===== src/rtl/ras_stack_ctrl.sv =====
// Return-address stack controller: the top of stack lives in flops, older entries in an
// external single-cycle BRAM used as a circular buffer that overwrites the oldest entry when full.
module ras_stack_ctrl #(
  parameter int DEPTH = 1024,
  parameter int WIDTH = 36,
  localparam int ADDR = $clog2(DEPTH)
) (
  input  logic             clk,
  input  logic             rst,
  input  logic             push,
  input  logic [WIDTH-1:0] push_data,
  input  logic             pop,
  input  logic             flush,
  output logic             ready,
  output logic             top_valid,
  output logic [WIDTH-1:0] top_data,
  output logic [ADDR+1:0]  occupancy,
  output logic             overflow,
  output logic             underflow,
  output logic             m_we,
  output logic [ADDR-1:0]  m_waddr,
  output logic [WIDTH-1:0] m_wdata,
  output logic             m_re,
  output logic [ADDR-1:0]  m_raddr,
  input  logic [WIDTH-1:0] m_rdata
);

  typedef enum logic {IDLE, REFILL} state_t;

  localparam logic [ADDR:0] MEM_FULL = (ADDR+1)'(DEPTH);

  state_t           state_q, state_d;
  logic [ADDR-1:0]  sp_q, sp_d;
  logic [ADDR:0]    mem_cnt_q, mem_cnt_d;
  logic             tos_valid_q, tos_valid_d;
  logic [WIDTH-1:0] tos_q, tos_d;
  logic             overflow_q, overflow_d;
  logic             underflow_q, underflow_d;

  always_comb begin
    state_d     = state_q;
    sp_d        = sp_q;
    mem_cnt_d   = mem_cnt_q;
    tos_valid_d = tos_valid_q;
    tos_d       = tos_q;
    overflow_d  = 1'b0;
    underflow_d = 1'b0;
    m_we        = 1'b0;
    m_re        = 1'b0;
    m_waddr     = sp_q;
    m_wdata     = tos_q;
    m_raddr     = sp_q - ADDR'(1);

    if (flush) begin
      state_d     = IDLE;
      sp_d        = '0;
      mem_cnt_d   = '0;
      tos_valid_d = 1'b0;
    end else if (state_q == REFILL) begin
      // The read issued by the pop lands this cycle and becomes the new top.
      tos_d   = m_rdata;
      state_d = IDLE;
    end else if (push && pop) begin
      tos_d = push_data;
      if (!tos_valid_q) begin
        tos_valid_d = 1'b1;
        underflow_d = 1'b1;
      end
    end else if (push) begin
      tos_d       = push_data;
      tos_valid_d = 1'b1;
      if (tos_valid_q) begin
        // Spill the old top; when the buffer is full the wrap overwrites the oldest entry.
        m_we = 1'b1;
        sp_d = sp_q + ADDR'(1);
        if (mem_cnt_q == MEM_FULL) overflow_d = 1'b1;
        else                       mem_cnt_d  = mem_cnt_q + (ADDR+1)'(1);
      end
    end else if (pop) begin
      if (mem_cnt_q != '0) begin
        m_re      = 1'b1;
        sp_d      = sp_q - ADDR'(1);
        mem_cnt_d = mem_cnt_q - (ADDR+1)'(1);
        state_d   = REFILL;
      end else if (tos_valid_q) begin
        tos_valid_d = 1'b0;
      end else begin
        underflow_d = 1'b1;
      end
    end
  end

  always_ff @(posedge clk or posedge rst) begin
    if (rst) begin
      state_q     <= IDLE;
      sp_q        <= '0;
      mem_cnt_q   <= '0;
      tos_valid_q <= 1'b0;
      tos_q       <= '0;
      overflow_q  <= 1'b0;
      underflow_q <= 1'b0;
    end else begin
      state_q     <= state_d;
      sp_q        <= sp_d;
      mem_cnt_q   <= mem_cnt_d;
      tos_valid_q <= tos_valid_d;
      tos_q       <= tos_d;
      overflow_q  <= overflow_d;
      underflow_q <= underflow_d;
    end
  end

  assign ready     = (state_q == IDLE);
  assign top_valid = tos_valid_q && (state_q == IDLE);
  assign top_data  = tos_q;
  assign occupancy = {1'b0, mem_cnt_q} + {{(ADDR+1){1'b0}}, tos_valid_q};
  assign overflow  = overflow_q;
  assign underflow = underflow_q;

endmodule


===== config.mk =====
export PLATFORM = sky130hd
export DESIGN_NAME = ras_stack_ctrl
export DESIGN_NICKNAME = d
export VERILOG_FILES = /design/src/rtl/ras_stack_ctrl.sv
export SDC_FILE = /design/constraint.sdc
export NUM_CORES = 1
export LEC_CHECK = 0
export BUFFER_PORTS_ARGS = -buffer_cell sky130_fd_sc_hd__buf_2
export CAP_MARGIN = 5
export CORE_MARGIN = 4
export CORE_UTILIZATION = 50
export CTS_BUF_LIST = sky130_fd_sc_hd__clkbuf_4
export DETAILED_ROUTE_END_ITERATION = 7
export GPL_ROUTABILITY_DRIVEN = 1
export PLACE_DENSITY = 0.94
export SLEW_MARGIN = 20
export SYNTH_ARGS = -nofsm -noshare
export SYNTH_HDL_FRONTEND = slang
export SYNTH_SLANG_ARGS = --single-unit

===== constraint.sdc =====
create_clock -name clk -period 4.5 [get_ports clk]
set_input_delay 0.9 -clock clk [delete_from_list [all_inputs] [get_ports clk]]
set_output_delay 0.9 -clock clk [all_outputs]
set_load 0.005 [all_outputs]

==> impl_metrics.toml <==
[min_path]
hold_depth = 2
hp-class = "flop to flop"

[critical_path]
end_kind = "output pin"
crit_required_ns = 3.60
cp_data_arrival_time_ns = 2.30
max_stage_delay_ns = 0.49
slowest_stage = "dfrtp_1"
cp.depth = 8
crit_type = "flop to output pin"
crit_fanout = 6
startpoint_type = "flop"
critPathTopFamily = "simple AND/OR/NAND/NOR gates"
cpMostUsedCell = "ha_1"
rr_worst_depth = 6
crit_buf_inv = 1
critical_path.cell_chain = "ha_1 -> ha_1 -> and3_1 -> nand3_1 -> nor2_1 -> nand4_1 -> xnor2_1 -> buf_2"

[grt]
overflow = 0
antenna_found_initial = 0
grt_max_degree = 73
grt_first_pass_wirelength_mm = 18.68
grt_usage_pct = 23.87
grt_pass1_vias = 3734

[route]
vias = 3723
dr.pass1.iters = 5
routed_wl_mm = 11.45
drc = 0
avgRoutedWirePerCell_um = 16.54
via_per_inst = 5.380
ant_nets = 0
drtIter0Drc = 155

[final_layout]
fin_nets = 676
seq_area_mm2 = 0.001528
antenna_cells = 0
post-route-util_pct = 62.79
syn_to_final_growth_pct = 21.11
fillCellCount = 708
multi_input_area_mm2 = 0.002111
drive_gt1_share_pct = 37.29

[sta]
fin_crit_ns = 3.202
rsz0062_at_grt = "false"
period_share_pct = 71.16
drv_slew = 0
slew_headroom_pct = 51.39
final-hold-violation-count = 0
skew_ns = 0.01276
worst_slew_pin_slew_ns = 0.7292
fmaxAchievable_ghz = 0.3123
setup_tns_ns = 0
setup-violations-final = 0

[clocking]
numCtsBuffers = 9
clkSinkCount = 61
clk_pin_slew_ns = 0.12
cts_max_level = 3
cts_root_buf = "clkbuf_4"
cts_resized = 0
post_cts_buffers = 0
clockBufferDepth = 2
clk-insertion-delay-late_ns = 0.41
cts_tree = "built"
hold_buffers = 0

[logic_synthesis]
syn_avg_cell_area_um2 = 9.116
synth_common_cells = "61 x dfrtp_1, 53 x nand2_1, 45 x o21ai_0, 41 x mux2i_1, 36 x buf_4"
synth-edff-count = 0
syn-cell-area_mm2 = 0.004048
synth_seq_cells = 61
synth_flop_cell = "dfrtp_1"
yosys.area.top_type = "dfrtp_1"
yosysUniqueCellTypes = 51
ys_seq_area_share_pct = 37.71
async_flop_share_pct = 100.0
yosysTopAreaCellShare_pct = 37.71
syn_nets = 535
synth.most_common_cell = "dfrtp_1"
synthTopCellsByArea = "dfrtp_1 38%, mux2i_1 10%, buf_4 6.7%, o21ai_0 5.6%, nand2_1 4.9%"
synth_cells = 444
yosysWarnings = 0

[placement]
port_buffers = 186
place_congestion = 0.9038
hpwl_mm = 8.995

[run_status]
outcome = "complete, no violations"

[floorplan]
die_w_um = 97.98
boundaryPins = 187
rows = 32
core_area_mm2 = 0.007807
dieArea_mm2 = 0.009599
start_util_pct = 51.84
die_height_um = 97.98

[power_and_ir_drop]
powerDensity_mw_per_mm2 = 417.8
vdd_ir_drop_max_uv = 249.6
p_leak_uw = 0.002485

[flow_run]
max_cap_viol_count = 0
[through the flow]
stage / power, uW / cells / hold WS [ns] / instance area (um2) / worst slack [ns]
after floorplan: 1386 / 444 / 0.4715 / 4048 / 1.235
after global placement: 1635 / 676 / 0.4745 / 4765 / 1.126
after detailed placement: 1671 / 676 / 0.4860 / 4765 / 1.008
after CTS: 2064 / 692 / 0.5123 / 4902 / 1.264
after global routing: 2196 / 692 / 0.5418 / 4902 / 1.010
final: 2048 / 692 / 0.5104 / 4902 / 1.298
[worst paths after layout]
kind	start	end	slack (ns)
setup / recovery	mem_cnt_q[0]	occupancy[10]	1.30
hold / removal	m_wdata[13]	m_wdata[13]	0.51
setup reg to reg	mem_cnt_q[0]	mem_cnt_q[8]	2.07
hold reg to reg	m_wdata[13]	m_wdata[13]	0.51
max in group asynchronous	rst	state_q	3.04
min in group asynchronous	rst	m_wdata[17]	0.54
[kinds of logic (layout without fill, tap and decap cells)]
kind of cell	Yosys count	in the layout	synth area share, %
AND/OR/NAND/NOR	142	142	17.77
flip-flops	61	61	37.71
multiplexers	42	42	10.42
buffers and inverters	71	217	10.42
AO/OA/AOI/OAI	81	81	12.03
adder cells (fa/ha/maj)	14	14	4.513
XOR/XNOR	33	33	7.141
[registers in the layout (all words and copies together) (netlist names)]
name	flops
mem_cnt_q	11
m_wdata	36
state_q	1
overflow	1
underflow	1
m_waddr	10
tos_valid_q	1
[worst register-to-register path, stage by stage (launching register included)]
cell	delay (ns)
dfrtp_1	0.48
fa_1	0.48
a211oi_1	0.30
o21bai_1	0.16
a2111oi_0	0.62
or4b_1	0.21
nand3_1	0.06
[placed cells by master (no fill, tap or decap), drive strengths merged, types with 2 or more instances in the layout]
cell type and instances:
nand2 53, nand4 6, o21ai 50, or3 4, xor2 19, nand3 20, ha 13, or4b 3
or4 2, o211ai 5, and3 3, a21o 2, nor4 8, a21oi 8, o21bai 2, nor2 31
a2111oi 2, a211oi 4, xnor2 14, nor3 7, clkinvlp 2, clkbuf 10, o2111ai 2, clkinv 2
inv 13, dfrtp 61, buf 189, mux2i 41
[final cells by class]
class                      count  share of cell area [%]
clock buffer                  10                   1.531
multi-input combinational    312                   43.06
clock inverter                 6                   1.276
inverter                      12                  0.9188
timing repair buffer         189                   19.45
tap                          102                   2.603
sequential                    61                   31.16
[per-layer routing]
layer | global-route usage, % | vias up | share of wire (%)
met4 | 7.881 | 0 | 1.9
met2 | 42.04 | 123 | 51
li1 | - | 1805 | -
met5 | 0 | - | 0
met3 | 4.143 | 21 | 5.1
met1 | 29.60 | 1774 | 42
[power by group]
group / total [uW] / leakage (uW) / internal, uW / switching, uW
Clock: 392 / 0.0000704 / 175 / 217
Sequential: 785 / 0.000782 / 647 / 138
Combinational: 872 / 0.00163 / 410 / 462
Total: 2050 / 0.00249 / 1230 / 817
Power figures use the tool's default switching activity.
